**config.mk**
```make
export PLATFORM = sky130hd
export DESIGN_NAME = branch_resolve_flat
export DESIGN_NICKNAME = d
export VERILOG_FILES = /design/src/rtl/branch_resolve_if.sv /design/src/rtl/branch_resolve.sv /design/src/flat_wrapper.sv
export SDC_FILE = /design/constraint.sdc
export NUM_CORES = 1
export LEC_CHECK = 0
export CORE_MARGIN = 3
export CORE_UTILIZATION = 40
export DETAILED_ROUTE_END_ITERATION = 10
export PLACE_DENSITY = 0.65
export SYNTH_ARGS = -nofsm -noshare
export SYNTH_HDL_FRONTEND = slang
export SYNTH_SLANG_ARGS = --single-unit
export TNS_END_PERCENT = 5
```
**constraint.sdc**
```tcl
create_clock -name clk -period 3.1 [get_ports clk]
set_input_delay 0.31 -clock clk [delete_from_list [all_inputs] [get_ports clk]]
set_output_delay 0.31 -clock clk [all_outputs]
set_load 0.01 [all_outputs]
```
**src/rtl/branch_resolve_if.sv**
```systemverilog
// Fetch-side and register-file bus for the branch resolution pipeline.
// The master side is fetch plus the register file; the slave side is branch_resolve.
interface branch_resolve_if;
    // Fetch stream into the pipeline
    logic [31:0] pc_next;
    logic [31:0] instruction;

    // Register-file read ports
    logic [4:0]  rs_addr;
    logic [4:0]  rt_addr;
    logic [31:0] rs_data;
    logic [31:0] rt_data;

    // Redirect back to fetch
    logic [31:0] pc_branch;
    logic        pc_source;
    logic        flush;

    modport master (
        output pc_next,
        output instruction,
        output rs_data,
        output rt_data,
        input  rs_addr,
        input  rt_addr,
        input  pc_branch,
        input  pc_source,
        input  flush
    );

    modport slave (
        input  pc_next,
        input  instruction,
        input  rs_data,
        input  rt_data,
        output rs_addr,
        output rt_addr,
        output pc_branch,
        output pc_source,
        output flush
    );
endinterface

```
**src/rtl/branch_resolve.sv**
```systemverilog
// Control-transfer resolution pipeline: IF/ID -> ID/EX -> EX/MEM.
// Decodes beq/bne/j, resolves target and condition in EX and issues a
// single-cycle redirect from EX/MEM that kills the three younger instructions.
module branch_resolve #(
    parameter int unsigned CNT_W = 16
) (
    input  logic             clk,
    input  logic             reset,
    branch_resolve_if.slave  bus,
    output logic [CNT_W-1:0] taken_count
);

    localparam logic [5:0] OpJ   = 6'h02;
    localparam logic [5:0] OpBeq = 6'h04;
    localparam logic [5:0] OpBne = 6'h05;

    // IF/ID
    logic        ifid_valid_q, ifid_valid_d;
    logic [31:0] ifid_pc_q, ifid_pc_d;
    logic [31:0] ifid_instr_q, ifid_instr_d;

    // ID/EX
    logic        idex_valid_q, idex_valid_d;
    logic [31:0] idex_pc_q, idex_pc_d;
    logic [5:0]  idex_op_q, idex_op_d;
    logic [15:0] idex_imm_q, idex_imm_d;
    logic [25:0] idex_jidx_q, idex_jidx_d;
    logic [31:0] idex_rs_q, idex_rs_d;
    logic [31:0] idex_rt_q, idex_rt_d;

    // EX/MEM
    logic        exmem_valid_q, exmem_valid_d;
    logic        exmem_taken_q, exmem_taken_d;
    logic [31:0] exmem_target_q, exmem_target_d;

    // Redirect counter
    logic [CNT_W-1:0] cnt_q, cnt_d;

    // EX-stage resolution results
    logic        ex_taken;
    logic [31:0] ex_target;
    logic [31:0] br_target;
    logic [31:0] j_target;

    logic        redirect;

    assign redirect = exmem_valid_q & exmem_taken_q;

    // Register-file addresses come straight from the IF/ID instruction
    assign bus.rs_addr = ifid_instr_q[25:21];
    assign bus.rt_addr = ifid_instr_q[20:16];

    // Redirect outputs; target is forced to zero when no redirect is issued
    always_comb begin
        bus.pc_source = redirect;
        bus.flush     = redirect;
        bus.pc_branch = redirect ? exmem_target_q : 32'h0;
    end

    assign taken_count = cnt_q;

    // EX stage: compute both candidate targets and decode the condition
    always_comb begin
        br_target = idex_pc_q + {{14{idex_imm_q[15]}}, idex_imm_q, 2'b00};
        j_target  = {idex_pc_q[31:28], idex_jidx_q, 2'b00};
        ex_taken  = 1'b0;
        ex_target = 32'h0;
        case (idex_op_q)
            OpBeq: begin
                ex_taken  = (idex_rs_q == idex_rt_q);
                ex_target = br_target;
            end
            OpBne: begin
                ex_taken  = (idex_rs_q != idex_rt_q);
                ex_target = br_target;
            end
            OpJ: begin
                ex_taken  = 1'b1;
                ex_target = j_target;
            end
            default: begin
                ex_taken  = 1'b0;
                ex_target = 32'h0;
            end
        endcase
    end

    // Next-state for all pipeline stages; a redirect kills every younger slot
    always_comb begin
        ifid_pc_d      = bus.pc_next;
        ifid_instr_d   = bus.instruction;
        ifid_valid_d   = ~redirect;

        idex_pc_d      = ifid_pc_q;
        idex_op_d      = ifid_instr_q[31:26];
        idex_imm_d     = ifid_instr_q[15:0];
        idex_jidx_d    = ifid_instr_q[25:0];
        idex_rs_d      = bus.rs_data;
        idex_rt_d      = bus.rt_data;
        idex_valid_d   = ifid_valid_q & ~redirect;

        exmem_target_d = ex_target;
        exmem_taken_d  = ex_taken;
        exmem_valid_d  = idex_valid_q & ~redirect;
    end

    // Counter next-state: wraps naturally at 2^CNT_W
    always_comb begin
        cnt_d = cnt_q;
        if (redirect) begin
            cnt_d = cnt_q + {{(CNT_W-1){1'b0}}, 1'b1};
        end
    end

    // IF/ID register
    always_ff @(posedge clk or negedge reset) begin
        if (!reset) begin
            ifid_valid_q <= 1'b0;
            ifid_pc_q    <= 32'h0;
            ifid_instr_q <= 32'h0;
        end else begin
            ifid_valid_q <= ifid_valid_d;
            ifid_pc_q    <= ifid_pc_d;
            ifid_instr_q <= ifid_instr_d;
        end
    end

    // ID/EX register
    always_ff @(posedge clk or negedge reset) begin
        if (!reset) begin
            idex_valid_q <= 1'b0;
            idex_pc_q    <= 32'h0;
            idex_op_q    <= 6'h0;
            idex_imm_q   <= 16'h0;
            idex_jidx_q  <= 26'h0;
            idex_rs_q    <= 32'h0;
            idex_rt_q    <= 32'h0;
        end else begin
            idex_valid_q <= idex_valid_d;
            idex_pc_q    <= idex_pc_d;
            idex_op_q    <= idex_op_d;
            idex_imm_q   <= idex_imm_d;
            idex_jidx_q  <= idex_jidx_d;
            idex_rs_q    <= idex_rs_d;
            idex_rt_q    <= idex_rt_d;
        end
    end

    // EX/MEM register
    always_ff @(posedge clk or negedge reset) begin
        if (!reset) begin
            exmem_valid_q  <= 1'b0;
            exmem_taken_q  <= 1'b0;
            exmem_target_q <= 32'h0;
        end else begin
            exmem_valid_q  <= exmem_valid_d;
            exmem_taken_q  <= exmem_taken_d;
            exmem_target_q <= exmem_target_d;
        end
    end

    // Taken-redirect counter
    always_ff @(posedge clk or negedge reset) begin
        if (!reset) begin
            cnt_q <= '0;
        end else begin
            cnt_q <= cnt_d;
        end
    end

endmodule

```
**src/flat_wrapper.sv**
```systemverilog
// flat-port wrapper written by rule: the top's interface ports become plain ports
module branch_resolve_flat 
#(
    parameter int unsigned CNT_W = 16
)
  (clk, reset, taken_count, bus_pc_next, bus_instruction, bus_rs_data, bus_rt_data, bus_rs_addr, bus_rt_addr, bus_pc_branch, bus_pc_source, bus_flush);
  branch_resolve_if bus_i ();
  input  logic clk;
  input  logic reset;
  output logic [CNT_W-1:0] taken_count;
  input wire logic [$bits(bus_i.pc_next)-1:0] bus_pc_next;
  input wire logic [$bits(bus_i.instruction)-1:0] bus_instruction;
  input wire logic [$bits(bus_i.rs_data)-1:0] bus_rs_data;
  input wire logic [$bits(bus_i.rt_data)-1:0] bus_rt_data;
  output wire logic [$bits(bus_i.rs_addr)-1:0] bus_rs_addr;
  output wire logic [$bits(bus_i.rt_addr)-1:0] bus_rt_addr;
  output wire logic [$bits(bus_i.pc_branch)-1:0] bus_pc_branch;
  output wire logic [$bits(bus_i.pc_source)-1:0] bus_pc_source;
  output wire logic [$bits(bus_i.flush)-1:0] bus_flush;
  assign bus_i.pc_next = bus_pc_next;
  assign bus_i.instruction = bus_instruction;
  assign bus_i.rs_data = bus_rs_data;
  assign bus_i.rt_data = bus_rt_data;
  assign bus_rs_addr = bus_i.rs_addr;
  assign bus_rt_addr = bus_i.rt_addr;
  assign bus_pc_branch = bus_i.pc_branch;
  assign bus_pc_source = bus_i.pc_source;
  assign bus_flush = bus_i.flush;
  branch_resolve #(.CNT_W(CNT_W)) u_core (.clk(clk), .reset(reset), .bus(bus_i), .taken_count(taken_count));
endmodule
```
* After elaboration in Yosys (flattened, before gate mapping)
Cells that the tools add are included.
** Storage, ports and cells
- Bits in registers :: 260
- Input bits :: 130
- Output and inout port bits :: 60
- Word-level logic and storage cells :: 29
** Operators by class
- Add/sub/neg operators :: 2
- Equal/unequal tests :: 5
- Multiplexer cells :: 3
- Bitwise operators :: 4
- Reductions and logical operators :: 1
** Operators with widths (number)
- case mux 32 bit (2 select lines) :: 1
- adder 32 bit :: 1
- == test 32 bit :: 1
- two-way mux 32 bit :: 1
- != test 32 bit :: 1
- adder 16 x 1 -> 16 bit, second input constant :: 1
- == test 6 x 3 -> 1 bit, second input constant :: 2
- == test 6 x 2 -> 1 bit, second input constant :: 1
- AND 1 bit :: 3
- case mux 1 bit (3 select lines) :: 1
- OR reduction 2 bit :: 1
- inverter 1 bit :: 1

* Logic depth before layout (Yosys ltp)
- Depth in word-level cells :: 3
- Mapped depth :: 12
- Mapped depth without buffers :: 12

* Worst setup path after synthesis
No wires, ideal clock.
- Path type :: register to register
- From :: register u_core.idex_jidx_q[15] (netlist name)
- To :: register u_core.exmem_target_q[31]
- Arrival time :: 2.599 ns
- Required time :: 2.962 ns
- Slack :: 0.362 ns
- Cell stages (with the launch flop) :: 11
- Path buffers :: 0
- Cell sequence :: dfrtp_1 -> ha_1 -> nand2_1 -> nor3_1 -> a211oi_1 -> nand3_1 -> a31oi_1 -> o31ai_1 -> a21oi_1 -> a2111oi_0 -> a31oi_1
** RTL lines
- to (signal assigned) :: line branch_resolve.sv:158 : exmem_target_q <= exmem_target_d;
- to (decl) :: line branch_resolve.sv:34 : logic [31:0] exmem_target_q, exmem_target_d;

* Worst setup path after layout
- From :: register u_core.idex_imm_q[7]
- To :: register u_core.exmem_target_q[28]
** Between the ends
- Word-level cells in the longest chain between the ends :: 2
** RTL lines
- from (decl) :: line branch_resolve.sv:26 : logic [15:0] idex_imm_q, idex_imm_d;
- from (signal assigned) :: line branch_resolve.sv:142 : idex_imm_q <= idex_imm_d;
- adder 32 bit :: line branch_resolve.sv:64 : br_target = idex_pc_q + {{14{idex_imm_q[15]}}, idex_imm_q, 2'b00};
- case mux 32 bit (2 select lines) :: line branch_resolve.sv:68 : case (idex_op_q)
- via u_core.ex_target[28] :: line branch_resolve.sv:41 : logic [31:0] ex_target;
The timed path passes the listed nets, and every way through them passes these cells.
A chain may end at the register's enable or synchronous reset.

==> flow_metrics.py <==
metrics = {
    "outcome": {
        "status": "finished clean",
    },
    "place": {
        "globalplace.congestion": 0.838,
        "io_buffers": 189,
        "postPlaceCellArea_sq_um": 11100,
        "dpl_worst_slack_ps": 143,
        "dpl.hpwl_um": 13100,
        "dpl.cell_count": 1105,
    },
    "power": {
        "p_clk_share_pct": 42.6,
        "leakage_nw": 5.40,
        "netSwitchingFraction_pct": 22.6,
        "p_switching_mw": 1.62,
        "p_int_mw": 5.54,
        "p_seq_share_pct": 47.8,
        "power_frac_comb_pct": 9.6,
        "irDropWorstVdd_uv": 446,
        "power.total_mw": 7.16,
        "power.density_nw_per_um2": 595,
    },
    "global_route": {
        "grt.total_usage_pct": 15.3,
        "grt_max_degree": 102,
        "gr-total-overflow": 0,
        "antenna_found_initial": 0,
        "met2_usage_pct": 26.1,
        "grt_pass1_vias": 5847,
        "grtUsageMet1_pct": 19.5,
        "grt_most_used_layer": "met2",
        "met3_usage_pct": 4.70,
        "grt_pass1_wl_um": 29700,
    },
    "cells_and_area": {
        "regArea_sq_um": 6110,
        "diodes": 0,
        "nNetsFinal": 1020,
        "drive_above_1_share_pct": 8.00,
        "finalInstanceArea_sq_um": 12000,
        "layout.cells.non_filler": 1150,
        "fillers": 1766,
        "area_growth_syn_to_layout_pct": 35.2,
        "multi_input_area_sq_um": 2640,
    },
    "synth": {
        "synthDistinctLibCells": 55,
        "synthTopCellsByArea": "dfrtp_1 69%, ha_1 4.2%, xor2_1 4.1%",
        "synth-simple-area-share_pct": 9.56,
        "synth-xor-area-share_pct": 6.59,
        "synth_edf_count": 0,
        "avgSynthCellArea_sq_um": 13.6,
        "seq_area_frac_synth_pct": 68.6,
        "yosysTopAreaCell": "dfrtp_1",
        "syn-instance-count": 655,
        "synth_compound_area_share_pct": 8.03,
        "yosysTopAreaCellShare_pct": 68.6,
        "synth_top_family_by_area": "simple AND/OR/NAND/NOR gates",
        "ys_warn_count": 0,
        "synth_fa_ha_area_share_pct": 4.44,
        "ys_seq_elements": 244,
        "synthFlopType": "dfrtp_1",
        "synthArstFlopShare_pct": 100,
        "synth.net_count": 816,
        "synth_area_sq_um": 8900,
        "synth_mux_area_share_pct": 0.689,
    },
    "sta": {
        "tightest_slew_ps": 772,
        "rsz0062_at_grt": "yes",
        "layout_min_cycle_time_ps": 2980,
        "clock_skew_ps": 21.9,
        "relSlewSlack_pct": 48.5,
        "finalSetupViolations": 0,
        "period_share_pct": 96.2,
        "setup_ws_ps": 118,
        "drv_slew": 0,
        "fin_hold_ws_ps": 203,
        "finalHoldViolations": 0,
        "fmax_mhz": 335,
    },
    "clocking": {
        "post-cts-setup-buffer-count": 0,
        "root_buffer": "clkbuf_16",
        "clock_sinks": 244,
        "cts_tree": "done",
        "clk_path_buf_depth": 3,
        "cts_made_buffers": 26,
        "clk_latency_ps": 540,
        "cts-htree-levels": 1,
        "path_clk_slew_ps": 60,
    },
    "worst_setup_path": {
        "r2r_setup_slack_ps": 120,
        "arrival_ps": 3440,
        "crit_required_ps": 3560,
        "crit_chain": "ha_1, a2111o_1, o21a_1, a221o_2, a221oi_4, o41ai_4, or2_0, a211o_1, nand3_1",
        "cp_top_family": "compound AO/OA/AOI/OAI gates",
        "critPathBufInv": 0,
        "crit_path_end_kind": "flip-flop",
        "worstSetupPathType": "flip-flop to flip-flop",
        "slowest_delay_ps": 430,
        "r2r-end": "u_core.exmem_target_q[28]$_DFF_PN0_",
        "cp_max_fo": 5,
        "r2r.worst_path.cells": 9,
        "cp_slowest_cell": "a2111o_1",
        "r2r-start": "u_core.idex_imm_q[7]$_DFF_PN0_",
        "worst_setup_path_start_kind": "flip-flop",
    },
    "floorplanning": {
        "start_util_pct": 41.5,
        "die_w_um": 155,
        "core_sq_um": 21400,
        "rows": 53,
        "dieArea_sq_um": 24100,
        "io_pins": 190,
        "fp.dieH_um": 155,
    },
    "worst_hold_path": {
        "worstHoldStart": "bus_pc_next[25]",
        "min_to": "u_core.idex_pc_d[25]$_DFF_PN0_",
        "hold_class": "primary input to flip-flop",
        "holdPathStages": 1,
    },
    "routing": {
        "ant_nets": 0,
        "first_pass_iters": 4,
        "num_vias": 5571,
        "remaining_drc_errors": 0,
        "routedWlPerCell_um": 15.8,
        "viasPerCell": 4.84,
        "drtIter0Drc": 267,
        "routed_wl_um": 18200,
    },
    "flow_run": {
        "max_cap_violations": 0,
    },
}
## Yosys cell counts (all sizes together), types with 3 or more instances
| master | n |
|---|---|
| dfrtp | 244 |
| nand2 | 46 |
| xor2 | 42 |
| and3 | 37 |
| ha | 30 |
| o21ai | 30 |
| a21oi | 26 |
| xnor2 | 25 |
| nor2 | 22 |
| clkbuf | 14 |
| a21o | 13 |
| buf | 12 |
| inv | 12 |
| nand3 | 12 |
| nor4 | 9 |
| nand4 | 7 |
| and2 | 6 |
| mux2i | 5 |
| nor3 | 5 |
| nor3b | 5 |
| a221oi | 4 |
| nand2b | 4 |
| o21bai | 4 |
| o31ai | 4 |
| a2111oi | 3 |
| a22o | 3 |
| a31oi | 3 |
## cell families after synthesis
kind of cell	after synthesis
simple gates	163
compound gates	106
flops	244
mux	6
fa+ha+maj	31
xor+xnor	67
buf+inv	38
## power by group through the flow
stage / clock (mW) / combinational (mW) / sequential, mW
2_1_floorplan: 0 / 0.328 / 3.46
3_3_place_gp: 0 / 0.676 / 3.47
3_5_place_dp: 0 / 0.682 / 3.48
4_1_cts: 3.14 / 0.691 / 3.42
5_1_grt: 3.27 / 0.772 / 3.44
6_report: 3.05 / 0.688 / 3.42
## routing by layer
metal / wire length (um) / part of all wire, % / vias to the layer above
met4: 340 / 1.9 / 0
met3: 1530 / 8.4 / 28
li1: - / - / 2663
met5: 0 / 0 / -
met1: 7350 / 40 / 2695
met2: 9000 / 49 / 185
## cell type report
type                            instances  share of cell area [%]
Timing Repair Buffer                  202                    16.8
Inverter                               12                   0.374
Sequential cell                       244                    50.8
Tap cell                              275                    2.86
Clock inverter                         10                    1.15
Clock buffer                           34                    6.07
Multi-Input combinational cell        373                    22.0
## placed cells by master, fill, tap and decap left out, drive strengths merged, types with 9 or more instances in the layout
cell type / Yosys / routed
dfrtp: 244 / 244
clkdlybuf4s50: 0 / 188
nand2: 46 / 46
xor2: 42 / 42
and3: 37 / 37
clkbuf: 14 / 34
ha: 30 / 30
o21ai: 30 / 30
a21oi: 26 / 26
xnor2: 25 / 25
nor2: 22 / 22
inv: 12 / 13
a21o: 13 / 13
buf: 12 / 13
nand3: 12 / 12
nor4: 9 / 9
## timing repair
item                                    CTS  global route
hold buffers                              1             0
endpoints found under the setup margin    0             5
resized for setup                         0             5
hold endpoints to repair                 98             0
## state kept, by name, indices dropped and copies added, names as in the netlist, 6 cells and up
name	cells
u_core.exmem_target_q	32
u_core.idex_imm_q	15
u_core.idex_jidx_q	11
u_core.idex_op_q	6
u_core.idex_pc_d	32
u_core.idex_pc_q	32
u_core.idex_rs_q	32
u_core.idex_rt_q	32
u_core.ifid_instr_q	32
u_core.taken_count	16
## how the worst max path moves through the flow
stage	endpoint	slack, ps	depth (start not counted)	start
5_1_grt	u_core.exmem_target_q[28]$_DFF_PN0_	-6	12	u_core.idex_imm_q[0]$_DFF_PN0_
2_1_floorplan	u_core.exmem_target_q[31]$_DFF_PN0_	360	10	u_core.idex_jidx_q[15]$_DFF_PN0_
3_5_place_dp	u_core.exmem_target_q[28]$_DFF_PN0_	140	12	u_core.idex_imm_q[0]$_DFF_PN0_
3_3_place_gp	u_core.exmem_target_q[30]$_DFF_PN0_	220	10	u_core.idex_imm_q[7]$_DFF_PN0_
4_1_cts	u_core.exmem_target_q[31]$_DFF_PN0_	90	10	u_core.idex_jidx_q[15]$_DFF_PN0_
6_report	u_core.exmem_target_q[28]$_DFF_PN0_	120	9	u_core.idex_imm_q[7]$_DFF_PN0_
## metrics by stage
| stage | TNS (ps) | util, % |
|---|---|---|
| after global placement | 0 | 51.9 |
| after detailed placement | 0 | 51.9 |
| after floorplan | 0 | - |
| final | 0 | 56.2 |
| after CTS | 0 | 56.1 |
| after global routing | -6.96 | 56.2 |
Note: power is estimated with default switching activity, not from simulation.
